### src/rtl/ball_engine_pkg.sv
// Shared constants and types for the pong ball stage.
// Field geometry, paddle columns, FSM state encoding, position type.
// Pure declarations; no latency, no flow control.
package pong_pkg;

    // 6-bit playfield coordinate (0..63)
    typedef logic [5:0] pos_t;

    localparam pos_t FIELD_MAX = 6'd63;
    localparam pos_t CENTER    = 6'd32;
    localparam pos_t P1_X      = 6'd2;
    localparam pos_t P2_X      = 6'd61;

    // Ball columns adjacent to each paddle, where a hit is detected
    localparam pos_t HIT_L_X   = P1_X + 6'd1;
    localparam pos_t HIT_R_X   = P2_X - 6'd1;

    typedef enum logic [1:0] {
        SERVE     = 2'd0,
        PLAY      = 2'd1,
        SCORED    = 2'd2,
        GAME_OVER = 2'd3
    } state_t;

    // True when row y lies inside the paddle window py .. py+h-1.
    // Done in 7 bits so a paddle near the bottom edge never wraps to row 0.
    function automatic logic in_paddle(input pos_t y, input pos_t py, input logic [6:0] h);
        logic [6:0] y7;
        logic [6:0] top7;
        y7   = {1'b0, y};
        top7 = {1'b0, py};
        return (y7 >= top7) && (y7 <= top7 + h - 7'd1);
    endfunction

endpackage

### src/rtl/ball_engine_if.sv
// Bundle between the paddle stage and the ball engine.
// Carries paddle rows and start in, ball position, scores and game status out.
// Purely combinational wiring; no latency, no backpressure.
interface ball_engine_if;
    logic            start;
    pong_pkg::pos_t  p1y;
    pong_pkg::pos_t  p2y;
    pong_pkg::pos_t  bx;
    pong_pkg::pos_t  by;
    logic [3:0]      sc1;
    logic [3:0]      sc2;
    logic            reset_game;
    logic            game_over;

    // master: paddle stage / controller side
    modport master (
        output start, p1y, p2y,
        input  bx, by, sc1, sc2, reset_game, game_over
    );

    // slave: the ball engine itself
    modport slave (
        input  start, p1y, p2y,
        output bx, by, sc1, sc2, reset_game, game_over
    );
endinterface

### src/rtl/ball_engine_step_timer.sv
// Free-running step timer: counts 0..STEP_CYCLES-1 and flags the last count.
// Ports: clk, reset (sync, active-high), tick (high one cycle per period).
// tick is decoded from the counter register; never stalls.
module step_timer #(
    parameter int STEP_CYCLES = 250000
) (
    input  logic clk,
    input  logic reset,
    output logic tick
);
    localparam int CW = (STEP_CYCLES > 1) ? $clog2(STEP_CYCLES) : 1;

    logic [CW-1:0] cnt;

    assign tick = (cnt == CW'(STEP_CYCLES - 1));

    always_ff @(posedge clk) begin
        if (reset) begin
            cnt <= '0;
        end else if (tick) begin
            cnt <= '0;
        end else begin
            cnt <= cnt + 1'b1;
        end
    end
endmodule

### src/rtl/ball_engine.sv
// Ball motion, paddle/wall collision, miss detection and scoring for pong.
// Ports: clk, reset (sync, active-high), bus (slave modport of ball_engine_if).
// All outputs registered; state updates on the edge ending each step tick.
module ball_engine
    import pong_pkg::*;
#(
    parameter int STEP_CYCLES = 250000,
    parameter int SERVE_STEPS = 32,
    parameter int PADDLE_H    = 5,
    parameter int WIN_SCORE   = 9
) (
    input  logic          clk,
    input  logic          reset,
    ball_engine_if.slave  bus
);
    localparam int         SW      = $clog2(SERVE_STEPS + 1);
    localparam logic [SW-1:0] SERVE_LAST = SW'(SERVE_STEPS - 1);
    localparam logic [3:0] WIN     = 4'(WIN_SCORE);
    localparam logic [6:0] PH      = 7'(PADDLE_H);

    logic          tick;
    state_t        state;
    pos_t          bx;
    pos_t          by;
    logic          dx_pos;   // 1: moving toward column 63
    logic          dy_pos;   // 1: moving toward row 63
    logic [3:0]    sc1;
    logic [3:0]    sc2;
    logic [SW-1:0] serve_cnt;
    logic          reset_game;
    logic          game_over;

    // next-step decode
    logic          wall_flip;
    logic          hit_l;
    logic          hit_r;
    logic          ndx;
    logic          ndy;
    pos_t          nx;
    pos_t          ny;
    logic          miss_l;
    logic          miss_r;
    logic [3:0]    sc1_inc;
    logic [3:0]    sc2_inc;

    step_timer #(.STEP_CYCLES(STEP_CYCLES)) u_step_timer (
        .clk   (clk),
        .reset (reset),
        .tick  (tick)
    );

    // Every rule looks at the current position and direction; flips are
    // applied first, then the ball moves along the updated direction.
    always_comb begin
        wall_flip = 1'b0;
        hit_l     = 1'b0;
        hit_r     = 1'b0;
        ndx       = dx_pos;
        ndy       = dy_pos;
        nx        = bx;
        ny        = by;
        miss_l    = 1'b0;
        miss_r    = 1'b0;
        sc1_inc   = sc1;
        sc2_inc   = sc2;

        wall_flip = ((by == 6'd0) && !dy_pos) || ((by == FIELD_MAX) && dy_pos);
        hit_l     = !dx_pos && (bx == HIT_L_X) && in_paddle(by, bus.p1y, PH);
        hit_r     =  dx_pos && (bx == HIT_R_X) && in_paddle(by, bus.p2y, PH);
        ndy       = dy_pos ^ wall_flip;
        ndx       = dx_pos ^ (hit_l | hit_r);
        nx        = ndx ? bx + 6'd1 : bx - 6'd1;
        ny        = ndy ? by + 6'd1 : by - 6'd1;

        miss_l    = !dx_pos && (bx == 6'd0);
        miss_r    =  dx_pos && (bx == FIELD_MAX);

        // saturate at the winning score
        sc1_inc   = (sc1 == WIN) ? sc1 : sc1 + 4'd1;
        sc2_inc   = (sc2 == WIN) ? sc2 : sc2 + 4'd1;
    end

    always_ff @(posedge clk) begin
        if (reset) begin
            state      <= SERVE;
            bx         <= CENTER;
            by         <= CENTER;
            dx_pos     <= 1'b1;
            dy_pos     <= 1'b1;
            sc1        <= 4'd0;
            sc2        <= 4'd0;
            serve_cnt  <= '0;
            reset_game <= 1'b0;
            game_over  <= 1'b0;
        end else begin
            reset_game <= 1'b0;
            case (state)
                SERVE: begin
                    if (tick) begin
                        if (serve_cnt == SERVE_LAST) begin
                            serve_cnt <= '0;
                            state     <= PLAY;
                        end else begin
                            serve_cnt <= serve_cnt + 1'b1;
                        end
                    end
                end

                PLAY: begin
                    if (tick) begin
                        if (miss_l || miss_r) begin
                            // Ball stays put on the miss step; serve heads
                            // toward whoever conceded, dy is kept.
                            reset_game <= 1'b1;
                            if (miss_r) begin
                                sc1    <= sc1_inc;
                                dx_pos <= 1'b1;
                            end else begin
                                sc2    <= sc2_inc;
                                dx_pos <= 1'b0;
                            end
                            if ((miss_r && sc1_inc == WIN) || (miss_l && sc2_inc == WIN)) begin
                                state     <= GAME_OVER;
                                game_over <= 1'b1;
                                bx        <= CENTER;
                                by        <= CENTER;
                            end else begin
                                state <= SCORED;
                            end
                        end else begin
                            bx     <= nx;
                            by     <= ny;
                            dx_pos <= ndx;
                            dy_pos <= ndy;
                        end
                    end
                end

                SCORED: begin
                    bx        <= CENTER;
                    by        <= CENTER;
                    serve_cnt <= '0;
                    state     <= SERVE;
                end

                GAME_OVER: begin
                    if (bus.start) begin
                        sc1        <= 4'd0;
                        sc2        <= 4'd0;
                        dx_pos     <= 1'b1;
                        dy_pos     <= 1'b1;
                        serve_cnt  <= '0;
                        reset_game <= 1'b1;
                        game_over  <= 1'b0;
                        state      <= SERVE;
                    end
                end

                default: state <= SERVE;
            endcase
        end
    end

    assign bus.bx         = bx;
    assign bus.by         = by;
    assign bus.sc1        = sc1;
    assign bus.sc2        = sc2;
    assign bus.reset_game = reset_game;
    assign bus.game_over  = game_over;
endmodule

### src/flat_wrapper.sv
// flat-port wrapper written by rule: the top's interface ports become plain ports
module ball_engine_flat import pong_pkg::*;
#(
    parameter int STEP_CYCLES = 250000,
    parameter int SERVE_STEPS = 32,
    parameter int PADDLE_H    = 5,
    parameter int WIN_SCORE   = 9
)
  (clk, reset, bus_start, bus_p1y, bus_p2y, bus_bx, bus_by, bus_sc1, bus_sc2, bus_reset_game, bus_game_over);
  ball_engine_if bus_i ();
  input  logic clk;
  input  logic reset;
  input wire logic [$bits(bus_i.start)-1:0] bus_start;
  input wire logic [$bits(bus_i.p1y)-1:0] bus_p1y;
  input wire logic [$bits(bus_i.p2y)-1:0] bus_p2y;
  output wire logic [$bits(bus_i.bx)-1:0] bus_bx;
  output wire logic [$bits(bus_i.by)-1:0] bus_by;
  output wire logic [$bits(bus_i.sc1)-1:0] bus_sc1;
  output wire logic [$bits(bus_i.sc2)-1:0] bus_sc2;
  output wire logic [$bits(bus_i.reset_game)-1:0] bus_reset_game;
  output wire logic [$bits(bus_i.game_over)-1:0] bus_game_over;
  assign bus_i.start = bus_start;
  assign bus_i.p1y = bus_p1y;
  assign bus_i.p2y = bus_p2y;
  assign bus_bx = bus_i.bx;
  assign bus_by = bus_i.by;
  assign bus_sc1 = bus_i.sc1;
  assign bus_sc2 = bus_i.sc2;
  assign bus_reset_game = bus_i.reset_game;
  assign bus_game_over = bus_i.game_over;
  ball_engine #(.STEP_CYCLES(STEP_CYCLES), .SERVE_STEPS(SERVE_STEPS), .PADDLE_H(PADDLE_H), .WIN_SCORE(WIN_SCORE)) u_core (.clk(clk), .reset(reset), .bus(bus_i));
endmodule
### config.mk
export PLATFORM = sky130hd
export DESIGN_NAME = ball_engine_flat
export DESIGN_NICKNAME = d
export VERILOG_FILES = /design/src/rtl/ball_engine_pkg.sv /design/src/rtl/ball_engine_if.sv /design/src/rtl/ball_engine_step_timer.sv /design/src/rtl/ball_engine.sv /design/src/flat_wrapper.sv
export SDC_FILE = /design/constraint.sdc
export NUM_CORES = 1
export LEC_CHECK = 0
export CAP_MARGIN = 30
export CORE_UTILIZATION = 30
export CTS_CLUSTER_SIZE = 40
export DETAILED_ROUTE_END_ITERATION = 10
export GPL_TIMING_DRIVEN = 0
export PLACE_DENSITY = 0.57
export SLEW_MARGIN = 20
export SYNTH_ARGS = -nofsm -noshare
export SYNTH_HDL_FRONTEND = slang
export SYNTH_HIERARCHICAL = 1
export SYNTH_SLANG_ARGS = --single-unit
### constraint.sdc
create_clock -name clk -period 5.07 [get_ports clk]
set_clock_uncertainty 0.05 [all_clocks]
set_input_delay 1.014 -clock clk [delete_from_list [all_inputs] [get_ports clk]]
set_output_delay 1.014 -clock clk [all_outputs]
set_load 0.05 [all_outputs]
==> results of run 1 <==
## final cells by class
| class | instances | area, µm² |
|---|---|---|
| fill | 1155 | 7230 |
| multi-input combinational | 343 | 2370 |
| sequential | 50 | 1000 |
| timing repair buffer | 36 | 360 |
| tap | 143 | 179 |
| clock buffer | 7 | 143 |
| inverter | 31 | 116 |
| buffer | 9 | 61.3 |
| clock inverter | 1 | 5.00 |
## power by group
group | switching [mW] | total, mW | internal (mW)
Combinational | 0.0373 | 0.0716 | 0.0343
Sequential | 0.00326 | 0.399 | 0.396
Clock | 0.141 | 0.336 | 0.196
## cell usage after synthesis, drive strengths merged, types with 4 or more instances
library cell	count
dfxtp	50
nor2	47
nand2	36
ha	34
inv	31
a21oi	28
o21ai	21
xnor2	21
nand3	19
nand4	13
nor3	10
a21o	8
or4	7
xor2	7
buf	6
nor2b	6
or3	6
nor4	5
o211ai	5
a211o	4
nand3b	4
o31ai	4
## through the flow
stage | setup TNS, ps | hold slack (ps) | area, µm² | util
final | 0 | 415 | 4240 | 0.370
after global routing | 0 | 448 | 4240 | 0.370
after CTS | 0 | 428 | 4230 | 0.369
after detailed placement | -52.1 | 412 | 4090 | 0.356
after global placement | -2.26 | 397 | 4090 | 0.356
after floorplan | 0 | 380 | 3550 | -
## sequential cells by signal, summed over array words and instances, names as in the netlist
| register | count |
|---|---|
| u_core/bus.reset_game | 1 |
| u_core/state | 2 |
| u_core/bus.game_over | 1 |
| u_core/dy_pos | 1 |
| u_core/bus.by | 6 |
| u_core/bus.sc1 | 4 |
| u_core/dx_pos | 1 |
| u_core/bus.sc2 | 4 |
| u_core/bus.bx | 6 |
| u_core/u_step_timer/cnt | 18 |
| u_core/serve_cnt | 6 |
## kinds of logic (layout without fill, tap and decap cells)
kind of cell               Yosys count  count (layout)  synth area share
muxes                                2               2           0.00600
xor gates and xnor gates            28              28            0.0692
buffers and inverters               40              84            0.0501
and+or+nand+nor                    176             176             0.266
DFF                                 50              50             0.282
adders and majority gates           35              35             0.126
AOI/OAI and AO/OA                  102             102             0.200
## worst max path at each step
| stage | endpoint | slack, ps |
|---|---|---|
| 2_1_floorplan | u_core/bus.bx[4] | 930 |
| 3_3_place_gp | u_core/bus.bx[4] | -2 |
| 3_5_place_dp | u_core/bus.bx[4] | -50 |
| 4_1_cts | u_core/bus.bx[4] | 250 |
| 5_1_grt | u_core/bus.bx[4] | 40 |
| 6_report | u_core/bus.bx[4] | 390 |
## layer usage
metal / track usage / wire (µm) / share of wire
met1: 0.173 / 3810 / 0.47
met2: 0.230 / 3850 / 0.48
met3: 0.0257 / 286 / 0.036
met4: 0.0347 / 98 / 0.012
met5: 0 / 0 / 0
==> run metrics, run 1 <==
vias=3,267; CP endpoint kind=flip-flop; number of synthesized flops with an enable pin=0; Max Clk Rate=214 MHz; placed insts=612; Remaining Overflow, GRT=0; CP Buf/Inv Count=2; peak supply drop=0.141 mV; leakage=1.67 nW; wire per inst=13.0 µm; TritonCTS buffer count=5; DR pass1 iterations=5; IO Pins=37; hold path depth=1; most common cell after layout, fill and taps aside=dfxtp_1; GRT Util Overall=0.134; Power Total=0.807 mW; Mapped Cells=433; status=finished, final reports clean; fin crit period=4680 ps; pin count of the biggest net entering global routing=15; hold endpoint=u_core/u_step_timer/cnt[0]; Max Slew Vio Count=0; Arr. time, crit path=4800 ps; slowest cell on the critical path=clkdlybuf4s50_1; Die Ht=111 µm; Worst-path clk slew=70 ps; Final nets=526; crit-path leading delay family=compound AO/OA/AOI/OAI gates; RSZ-0062 raised after global routing=no; # DRC=0; Fin. Hold Viols=0; R2R Path Start=u_core/bus.by[0]; crit-path max FO=5; ys flop type=dfxtp_1; Setup violations, final=0; die area=12,300 µm²; Hold Crit Class=flip-flop to flip-flop; CP Data Required Time=5200 ps; clk buf depth=2; critical path launch point type=input pin; reg-to-reg slack, setup=1290 ps; sequential area share after synthesis=0.282; CP Depth=17; Detailed Place HPWL=6100 µm; Post-DRT Antenna Nets=0; fin worst setup slack=394 ps; H-tree Lvls=2; Clock Sinks=50; Max-slew headroom=0.665; setup bufs post-CTS=0; asr flop ratio synth=0; non-filler cells, final=620; Yosys cell types=71; clock latency on the worst-skew pair=290 ps; final critical-path share of the clock period=0.922; initial antenna violation count=0; Critical Setup Path Class=input pin to flip-flop; top cells by area, synth=dfxtp_1 (28%), ha_1 (12%), xnor2_1 (5.2%); top cell type's share of synthesized area=0.282; Mean Syn Cell Area=8.19 µm²; root buf cell=clkbuf_16; first-pass GRT wire length=14,100 µm; #FFs+latches synth=50; Mapped Area=3550 µm²; number of port buffers=36; hold path startpoint=u_core/u_step_timer/cnt[0]; most frequent cells in the layout=dfxtp_1 (50), nor2_1 (46), clkdlybuf4s50_1 (36), nand2_1 (36), ha_1 (34); Max Cap Violations=0; Core ar.=11,500 µm²; Via-to-Cell Ratio=5.27; Ys Warns=6; starting density of the core=0.309; Worst setup startpoint=bus_p2y[2]; 1st-iter DRT viols=157; Synthesized Nets=483; Resize count post-CTS=0; TritonCTS clock tree=yes; Placer Congestion=0.798; fraction of layout cells with a size suffix above 1=0.0713; Die W=111 µm; hold_buf cts=0; Synth area leader=dfxtp_1; worst path cell trace=clkdlybuf4s50_1 > ha_1 > xnor2_1 > ha_1 > or3_1 > a21oi_1 > a311oi_1 > a211oi_2 > nand2_1 > inv_1 > a21oi_1 > ha_1 > or3_1 > a21oi_1 > nand3_1 > a31o_1 > mux2_2; Crit Reg-Reg Endpoint=u_core/bus.bx[4]; P&R area growth vs syn=19.5%; reg2reg path depth=15; vias in the first global route=3,117; ant diodes=0; # rows=39; pre-CTS WS=-52.1 ps; Worst-Margin Slew=501 ps; Worst path max stage delay=480 ps; Cell Pwr Density=190 nW/µm²; Post-Route WL=8040 µm
(Power assumes the default switching activity.)
==> inputs of run 2 (changes only) <==
--- a/config.mk
+++ b/config.mk
@@ -7,10 +7,12 @@
 export LEC_CHECK = 0
 export CAP_MARGIN = 30
 export CORE_UTILIZATION = 30
+export CTS_BUF_LIST = sky130_fd_sc_hd__clkbuf_8
 export CTS_CLUSTER_SIZE = 40
 export DETAILED_ROUTE_END_ITERATION = 10
 export GPL_TIMING_DRIVEN = 0
 export PLACE_DENSITY = 0.57
+export RECOVER_POWER = 100
 export SLEW_MARGIN = 20
 export SYNTH_ARGS = -nofsm -noshare
 export SYNTH_HDL_FRONTEND = slang
==> run metrics, run 2 (synthesis gave the netlist of run 1 again) <==
IO Pins=37 (unchanged); Worst setup startpoint=bus_p2y[2] (unchanged); Setup violations, final=0 (unchanged); R2R Path Start=u_core/bus.by[0] (unchanged); peak supply drop=0.123 mV (was 0.141 mV); max reg flops=18 (unchanged); Die Ht=111 µm (unchanged); placed insts=612 (unchanged); Power Total=0.709 mW (was 0.807 mW); TritonCTS buffer count=5 (unchanged); pre-CTS WS=-52.1 ps (unchanged); Die W=111 µm (unchanged); Placer Congestion=0.798 (unchanged); Post-Route WL=8090 µm (was 8040 µm); wire per inst=13.1 µm (was 13.0 µm); fin worst setup slack=432 ps (was 394 ps); number of port buffers=36 (unchanged); Fin. Hold Viols=0 (unchanged); initial antenna violation count=0 (unchanged); RSZ-0062 raised after global routing=no (unchanged); die area=12,300 µm² (unchanged); Detailed Place HPWL=6100 µm (unchanged); crit-path max FO=5 (unchanged); Worst-Margin Slew=803 ps (was 501 ps); Cell Pwr Density=172 nW/µm² (was 190 nW/µm²); starting density of the core=0.309 (unchanged); P&R area growth vs syn=16.5% (was 19.5%); Via-to-Cell Ratio=5.26 (was 5.27); TritonCTS clock tree=yes (unchanged); Hold Crit Class=flip-flop to flip-flop (unchanged); Post-DRT Antenna Nets=0 (unchanged); CP Data Required Time=5230 ps (was 5200 ps); hold_buf cts=0 (unchanged); Max Clk Rate=216 MHz (was 214 MHz); Core ar.=11,500 µm² (unchanged); root buf cell=clkbuf_8 (was clkbuf_16); fraction of layout cells with a size suffix above 1=0.0608 (was 0.0713); setup bufs post-CTS=0 (unchanged); leakage=1.70 nW (was 1.67 nW); Final nets=526 (unchanged); DR pass1 iterations=4 (was 5); Placed Area=4090 µm² (unchanged); first-pass GRT wire length=14,100 µm (about the same); vias=3,262 (was 3,267); Worst-path clk slew=100 ps (was 70 ps); Design Area, Final=4130 µm² (was 4240 µm²); Max-slew headroom=0.463 (was 0.665); fin crit period=4640 ps (was 4680 ps); # rows=39 (unchanged); CP endpoint kind=flip-flop (unchanged); Remaining Overflow, GRT=0 (unchanged); vias in the first global route=3,103 (was 3,117); H-tree Lvls=2 (unchanged); 1st-iter DRT viols=138 (was 157); # DRC=0 (unchanged); most common cell after layout, fill and taps aside=dfxtp_1 (unchanged); Arr. time, crit path=4800 ps (about the same); ant diodes=0 (unchanged); hold path startpoint=u_core/u_step_timer/cnt[0] (unchanged); GRT Util Overall=0.136 (was 0.134); non-filler cells, final=620 (unchanged); Critical Setup Path Class=input pin to flip-flop (unchanged); critical path launch point type=input pin (unchanged); Clock Sinks=50 (unchanged); most frequent cells in the layout=dfxtp_1 (50), nor2_1 (47), nand2_1 (36), ha_1 (34), inv_1 (31) (was dfxtp_1 (50), nor2_1 (46), clkdlybuf4s50_1 (36), nand2_1 (36), ha_1 (34)); Reg with most FFs=u_core/u_step_timer/cnt (unchanged); Max Slew Vio Count=0 (unchanged); pin count of the biggest net entering global routing=15 (unchanged); final critical-path share of the clock period=0.915 (was 0.922); clock latency on the worst-skew pair=310 ps (was 290 ps); clk buf depth=2 (unchanged); Max Cap Violations=0 (unchanged); status=finished, final reports clean (unchanged)
==> run 2: cell types whose count changed in the layout (fill, tap and decap cells not counted), sizes merged <==
| cell | previous run | this run |
|---|---|---|
| buf | 6 | 5 |
| clkdlybuf4s50 | 36 | 12 |
| dlygate4sd3 | 0 | 24 |
| inv | 31 | 32 |
==> run 2: final timing paths <==
kind                                      to  slack [ps]  cells after the start
setup reg to reg            u_core/bus.bx[4]        1300                     15
hold reg to reg   u_core/u_step_timer/cnt[0]         420                      1
setup / recovery            u_core/bus.bx[4]         430                     17
hold / removal    u_core/u_step_timer/cnt[0]         420                      1
==> run 2: final cells by class <==
class | instances | area, µm²
sequential | 50 | 1000
timing repair buffer | 36 | 360
tap | 143 | 179
clock buffer | 6 | 82.6
buffer | 9 | 53.8
inverter | 31 | 116
clock inverter | 2 | 8.76
fill | 1166 | 7330
multi-input combinational | 343 | 2330
==> run 2: per-layer routing <==
metal	up-vias	wire (µm)	track usage
met3	9	298	0.0273
li1	1657	-	-
met1	1538	3830	0.173
met5	-	0	0
met4	0	97	0.0453
met2	58	3870	0.229
==> run 2: metrics by stage <==
stage / TNS (ps) / utilization / hold WS, ps
after global placement: -2.26 / 0.356 / 397
final: 0 / 0.360 / 420
after floorplan: 0 / - / 380
after detailed placement: -52.1 / 0.356 / 412
after global routing: 0 / 0.360 / 455
after CTS: 0 / 0.364 / 434
==> run 2: critical path, cell delays in order <==
cell and delay, ps:
clkdlybuf4s50_1 480, ha_1 260, xnor2_1 130, ha_1 210
or3_1 370, a21oi_1 120, a311oi_1 90, a211oi_2 390
nand2_1 130, inv_1 160, a21oi_1 90, ha_1 240
or3_1 350, a21oi_1 150, nand3_1 110, a31o_1 230
mux2_2 260
==> run 2: what timing repair did <==
action / 4_1_cts / 5_1_grt
resized for setup: 0 / 1
setup endpoints to repair: 0 / 1
hold endpoints to repair: 0 / 0
==> run 2: report_power, final <==
part / switching [mW] / leakage, nW / internal [mW]
sequential: 0.00309 / 0.403 / 0.395
clock: 0.133 / 0.0524 / 0.108
combinational: 0.0369 / 1.25 / 0.0322
==> inputs of run 3 (changes only) <==
--- a/config.mk
+++ b/config.mk
@@ -11,8 +11,10 @@
 export CTS_CLUSTER_SIZE = 40
 export DETAILED_ROUTE_END_ITERATION = 10
 export GPL_TIMING_DRIVEN = 0
+export HOLD_SLACK_MARGIN = 0.12
 export PLACE_DENSITY = 0.57
 export RECOVER_POWER = 100
+export SKIP_CTS_REPAIR_TIMING = 1
 export SLEW_MARGIN = 20
 export SYNTH_ARGS = -nofsm -noshare
 export SYNTH_HDL_FRONTEND = slang
==> results of run 3 <==
The final DEF is identical to that of run 2; final timing and power are the same.
